## config.mk

```make
export PLATFORM = sky130hd
export DESIGN_NAME = posit_acc_encode
export DESIGN_NICKNAME = d
export VERILOG_FILES = /design/src/rtl/posit_acc_encode.sv
export SDC_FILE = /design/constraint.sdc
export NUM_CORES = 1
export LEC_CHECK = 0
export BUFFER_PORTS_ARGS = -buffer_cell sky130_fd_sc_hd__buf_2
export CAP_MARGIN = 40
export CELL_PAD_IN_SITES_DETAIL_PLACEMENT = 0
export CELL_PAD_IN_SITES_GLOBAL_PLACEMENT = 1
export CORE_MARGIN = 2
export CORE_UTILIZATION = 39
export CTS_BUF_LIST = sky130_fd_sc_hd__clkbuf_4 sky130_fd_sc_hd__clkbuf_8
export DETAILED_ROUTE_END_ITERATION = 8
export PLACE_DENSITY = 0.77
export SLEW_MARGIN = 20
export SYNTH_ARGS = -nofsm -noshare
export SYNTH_HDL_FRONTEND = slang
export SYNTH_SLANG_ARGS = --single-unit
```

## constraint.sdc

```tcl
create_clock -name clk_i -period 2.2 [get_ports clk_i]
set_input_delay 0.22 -clock clk_i [delete_from_list [all_inputs] [get_ports clk_i]]
set_output_delay 0.22 -clock clk_i [all_outputs]
set_load 0.01 [all_outputs]
```

## src/rtl/posit_acc_encode.sv

```systemverilog
// Posit encoder for the accumulator path: sign/sf/mantissa/flags -> WIDTH-bit posit, RNE, saturating.
// Optional macro POSIT_ENC_STATS_EN adds saturating counters for delivered maxpos/minpos/zero results.
module posit_acc_encode #(
  parameter int WIDTH = 8,
  parameter int EXP   = 2,
  parameter int MTS   = WIDTH - 3 - EXP,
  parameter int REGI  = $clog2(WIDTH) + 1
) (
  input  logic                      clk_i,
  input  logic                      rstn,
  input  logic                      clr_i,
  input  logic                      in_vld,
  output logic                      in_rdy,
  input  logic                      sign_i,
  input  logic                      ovf_i,
  input  logic                      udf_i,
  input  logic                      nzero_i,
  input  logic signed [REGI+EXP:0]  sf_i,
  input  logic [2*MTS+1:0]          mts_i,
  output logic                      out_vld,
  input  logic                      out_rdy,
`ifdef POSIT_ENC_STATS_EN
  output logic [15:0]               stat_ovf_cnt,
  output logic [15:0]               stat_udf_cnt,
  output logic [15:0]               stat_zero_cnt,
`endif
  output logic [WIDTH-1:0]          out_data
);

  localparam int SFW = REGI + EXP + 1;
  localparam int TW  = EXP + 2*MTS + 1;
  localparam int LW  = WIDTH + TW;
  localparam int KW  = WIDTH - 1;
  localparam logic signed [SFW-1:0] K_MAX = SFW'(WIDTH - 2);
  localparam logic signed [SFW-1:0] K_MIN = -K_MAX;

  typedef enum logic [1:0] {CLS_NORM, CLS_ZERO, CLS_MAX, CLS_MIN} cls_t;

  function automatic logic [WIDTH-1:0] round_mag(input logic [KW-1:0] kept,
                                                 input logic g, input logic s);
    logic [KW-1:0] r;
    r = kept;
    // an all-ones body is already maxpos; rounding must not carry into the sign bit
    if (g && (s || kept[0]) && !(&kept)) r = kept + 1'b1;
    return {1'b0, r};
  endfunction

  function automatic logic [WIDTH-1:0] sat_encode(input cls_t cls, input logic sgn,
                                                  input logic [KW-1:0] kept,
                                                  input logic g, input logic s);
    logic [WIDTH-1:0] m;
    case (cls)
      CLS_ZERO: m = '0;
      CLS_MAX:  m = {1'b0, {KW{1'b1}}};
      CLS_MIN:  m = WIDTH'(1);
      default:  m = round_mag(kept, g, s);
    endcase
    return (sgn && cls != CLS_ZERO) ? (~m + 1'b1) : m;
  endfunction

  logic vld_p1, vld_p2, adv_p2;
  logic [WIDTH-1:0] data_p2;

  assign adv_p2   = ~vld_p2 | out_rdy;
  assign in_rdy   = ~vld_p1 | adv_p2;
  assign out_vld  = vld_p2;
  assign out_data = data_p2;

  // ---- p0: regime by arithmetic shift of a 2-bit seed, then classify
  logic signed [SFW-1:0] k_p0;
  logic [SFW-1:0]        sh_p0;
  logic signed [LW-1:0]  pat_p0, body_p0;
  cls_t                  cls_p0;
  logic                  unused_hidden;

  assign unused_hidden = mts_i[2*MTS+1];
  assign k_p0    = sf_i >>> EXP;
  assign sh_p0   = k_p0[SFW-1] ? ~k_p0 : k_p0;
  assign pat_p0  = {~k_p0[SFW-1], k_p0[SFW-1], sf_i[EXP-1:0], mts_i[2*MTS:0], {(WIDTH-2){1'b0}}};
  assign body_p0 = pat_p0 >>> sh_p0;

  always_comb begin
    cls_p0 = CLS_NORM;
    if (!nzero_i)                  cls_p0 = CLS_ZERO;
    else if (ovf_i)                cls_p0 = CLS_MAX;
    else if (udf_i)                cls_p0 = CLS_MIN;
    else if (k_p0 >= K_MAX)        cls_p0 = CLS_MAX;
    else if (k_p0 < K_MIN)         cls_p0 = CLS_MIN;
  end

  // ---- p1: kept body bits, guard, sticky
  logic [KW-1:0] kept_p1;
  logic          guard_p1, sticky_p1, sign_p1;
  cls_t          cls_p1;

  always_ff @(posedge clk_i) begin
    if (in_vld && in_rdy) begin
      kept_p1   <= body_p0[LW-1 -: KW];
      guard_p1  <= body_p0[TW];
      sticky_p1 <= |body_p0[TW-1:0];
      sign_p1   <= sign_i;
      cls_p1    <= cls_p0;
    end
  end

  // ---- p2: round, saturate, negate into the output register
  always_ff @(posedge clk_i or negedge rstn) begin
    if (!rstn) begin
      vld_p1  <= 1'b0;
      vld_p2  <= 1'b0;
      data_p2 <= '0;
    end else if (clr_i) begin
      vld_p1  <= 1'b0;
      vld_p2  <= 1'b0;
      data_p2 <= '0;
    end else begin
      if (in_rdy) vld_p1 <= in_vld;
      if (adv_p2) begin
        vld_p2 <= vld_p1;
        if (vld_p1) data_p2 <= sat_encode(cls_p1, sign_p1, kept_p1, guard_p1, sticky_p1);
      end
    end
  end

`ifdef POSIT_ENC_STATS_EN
  cls_t cls_p2;
  logic deliver;

  assign deliver = vld_p2 & out_rdy;

  always_ff @(posedge clk_i) begin
    if (adv_p2 && vld_p1) cls_p2 <= cls_p1;
  end

  always_ff @(posedge clk_i or negedge rstn) begin
    if (!rstn) begin
      stat_ovf_cnt  <= '0;
      stat_udf_cnt  <= '0;
      stat_zero_cnt <= '0;
    end else if (clr_i) begin
      stat_ovf_cnt  <= '0;
      stat_udf_cnt  <= '0;
      stat_zero_cnt <= '0;
    end else if (deliver) begin
      if (cls_p2 == CLS_MAX  && stat_ovf_cnt  != 16'hFFFF) stat_ovf_cnt  <= stat_ovf_cnt + 16'd1;
      if (cls_p2 == CLS_MIN  && stat_udf_cnt  != 16'hFFFF) stat_udf_cnt  <= stat_udf_cnt + 16'd1;
      if (cls_p2 == CLS_ZERO && stat_zero_cnt != 16'hFFFF) stat_zero_cnt <= stat_zero_cnt + 16'd1;
    end
  end
`endif

endmodule
```

==> flow_summary.toml <==
[status]
outcome = "complete, no violations"

[flow_run]
drv_cap = 0

[power_and_ir_drop]
p_seq_share_pct = 42.4
p_sw_share_pct = 32.1
vdd_drop_max_mv = 0.171
p_leak_nw = 1.02
p_comb_share_pct = 36.2
p_sw_uw = 372
clockPowerShare_pct = 21.4
intPower_uw = 786
powerDensity_mw_per_mm2 = 461

[critical_path]
startpoint_type = "flip-flop"
reg2reg_from = "kept_p1[1]"
required_ps = 2400
critPathArrivalTime_ps = 2310
crit_fanout = 4
startpoint = "kept_p1[1]"
worstSetupPathType = "reg -> reg"
end_kind = "flip-flop"

[floorplan]
pin_count = 34
die-width_microns = 76.2
die-area_sq_mm = 0.00580
fp.dieH_microns = 76.2
rows = 26
core_sq_mm = 0.00507
initial_core_util_pct = 40.0

[clocking]
cts_buffers = 3
root_buffer = "clkbuf_8"
clock_latency_ps = 260
cts_buffer_depth = 2
h-tree-depth = 1
clock_sinks = 22
cts_tree = "yes"
clkTransAtPathRegs_ps = 80

[timing]
hold_viol_final = 0
setup_viol_count_final = 0
worst_pin_slew_ps = 682
fin_crit_ps = 2110
hold_ws_ps = 138
period_share_pct = 96.0
fmax_mhz = 473
setup_tns_ps = 0
fin_worst_skew_ps = 0.640
slew_headroom_pct = 54.1
maxSlewViolCount = 0

[logic_synthesis]
ys_async_sr_fraction_pct = 45.5
synth_cell_types = 56
ys_ff_latch = 22
synth-edff-count = 12
synth_compound_area_share_pct = 27.6
synth_simple_gate_area_share_pct = 22.6
yosys_warnings = 0
synth_top_flop_cell = "edfxtp_1"
synthMuxAreaShare_pct = 8.93
synthAdderAreaFrac_pct = 2.46
avgSynthCellArea_sq_um = 8.19
ys_seq_area_share_pct = 30.0
synth_top_family_by_area = "compound AO/OA/AOI/OAI gates"
synth_xor_xnor_area_share_pct = 3.02
synthesis.area_sq_mm = 0.00203
synth_nets = 276
synth_cells = 248

[grt]
grt_start_max_net_pins = 32
grt.overflow.total = 0
antenna_found_initial = 0
grt_pass1_wl_microns = 8780
grtUsageTotal_pct = 17.9
grt_pass1_vias = 1946

[layout]
fill_cells = 515
layout-drive-gt1-share_pct = 27.1
fin_nets = 325
syn_to_final_growth_pct = 23.6
fin_area_sq_mm = 0.00251
antenna_cells = 0

[hold_path]
min-delay-start = "sign_i"
min_path_type = "in -> reg"

[drt]
vias = 2058
drc = 0
firstDrtPassIters = 4
wirelength_microns = 5090
wl_per_cell_microns = 13.9
drtIter0Drc = 76
ant_nets = 0
via_per_inst = 5.64

[placed_design]
gp_congestion = 0.823
dpl_cell_area_sq_mm = 0.00240
port-buffer-count = 32
dp_hpwl_microns = 3930
-- layout by cell type, fill, tap and decap left out, types with 2 or more instances in the layout --
cell and instances:
o22ai_1 3, a21oi_1 19, a22oi_1 3, nand4_1 3
nor2_1 17, nor4_1 2, nand3b_1 3, inv_1 11
o21ai_1 2, ha_2 2, buf_2 32, a21oi_2 3
or3_1 2, a22o_1 2, o21ai_0 22, o211ai_1 5
buf_4 26, o21a_1 2, and2_1 5, mux2i_1 8
mux2_2 3, xnor2_1 6, nand3_2 2, a2111o_1 2
clkbuf_8 3, mux4_2 3, nand3_1 8, dfrtp_1 10
nor3_1 8, o32ai_1 3, nor3b_1 2, nor2b_1 7
edfxtp_1 12, a211oi_1 2, a221oi_1 2, nand2_1 16
ha_1 2, nand2b_1 6
-- power by group through the flow --
stage	Clock [mW]	Combinational, mW	Sequential [mW]
2_1_floorplan	0	0.250	0.504
3_3_place_gp	0	0.396	0.498
3_5_place_dp	0	0.399	0.500
4_1_cts	0.251	0.402	0.491
5_1_grt	0.272	0.471	0.495
6_report	0.247	0.420	0.491
-- final timing paths --
kind / endpoint / slack, ps / cells past startpoint
worst max register to register: out_data[5] / 90 / 8
max in group asynchronous: out_data[6] / 1680 / 2
worst max-delay path: out_data[5] / 90 / 8
worst min register to register: out_data[2] / 480 / 2
min in group asynchronous: vld_p1 / 340 / 2
worst min-delay path: sign_p1 / 140 / 1
-- metal layers --
layer / wire length, microns / track usage (%) / part of all wire, %
met1: 2090 / 20.4 / 41
met2: 2720 / 34.6 / 53
met3: 168 / 2.13 / 3.3
met4: 107 / 5.45 / 2.1
met5: 0 / 0 / 0
-- metrics by stage --
step / power, mW / setup WS [ps] / instances / utilization, %
3_3_place_gp: 0.895 / 41.4 / 358 / 47.3
5_1_grt: 1.24 / -8.76 / 365 / 49.5
2_1_floorplan: 0.753 / 14.1 / 248 / -
4_1_cts: 1.14 / 1.59 / 362 / 48.3
3_5_place_dp: 0.899 / 31.4 / 358 / 47.3
6_report: 1.16 / 87.0 / 365 / 49.5
-- cells in the mapped netlist, types with 5 or more instances --
cell	n	area share [%]
mux2i_1	8	3.9
nand2b_1	6	1.8
inv_1	12	2.2
and2_1	5	1.5
nand3_1	10	2.5
nor2_1	17	3.1
nor2b_1	7	2.2
clkbuf_1	11	2.0
dfrtp_1	10	12
nand2_1	16	3.0
a21oi_1	22	5.4
o21ai_0	22	5.4
o211ai_1	5	1.8
nor3_1	8	2.0
edfxtp_1	12	18
xnor2_1	6	2.6
-- worst max-delay path, cell delays in order, from the launching register on --
cell,delay (ps)
edfxtp_1,410
ha_2,210
and3_4,160
a21oi_2,150
mux2i_1,210
buf_4,150
and4b_1,220
or4b_1,480
nand3_1,80
-- layout make-up --
cell class | instances | area [sq um] | area share (%)
multi-input cells | 198 | 1360 | 54.1
repair buffers | 59 | 365 | 14.5
inverters | 13 | 48.8 | 1.94
flip-flops and latches | 22 | 611 | 24.3
clock buffers | 3 | 41.3 | 1.64
well taps | 70 | 87.6 | 3.49
-- logic make-up after synthesis --
family,after synthesis
multiplexers,14
XOR/XNOR,7
adder cells (fa/ha/maj),4
AO/OA/AOI/OAI,86
AND/OR/NAND/NOR,87
buffers and inverters,28
flip-flops,22
-- registers in the layout, summed over array words and instances (netlist names) --
name       flops
out_vld        1
kept_p1        7
vld_p1         1
guard_p1       1
cls_p1         2
sticky_p1      1
sign_p1        1
out_data       8
-- what timing repair did --
action,4_1_cts,5_1_grt
hold endpoints to repair,10,0
setup endpoints to repair,0,6
hold buffers,1,0
resized for setup,0,10
setup buffers,0,3
Note: power is estimated with default switching activity, not from simulation.
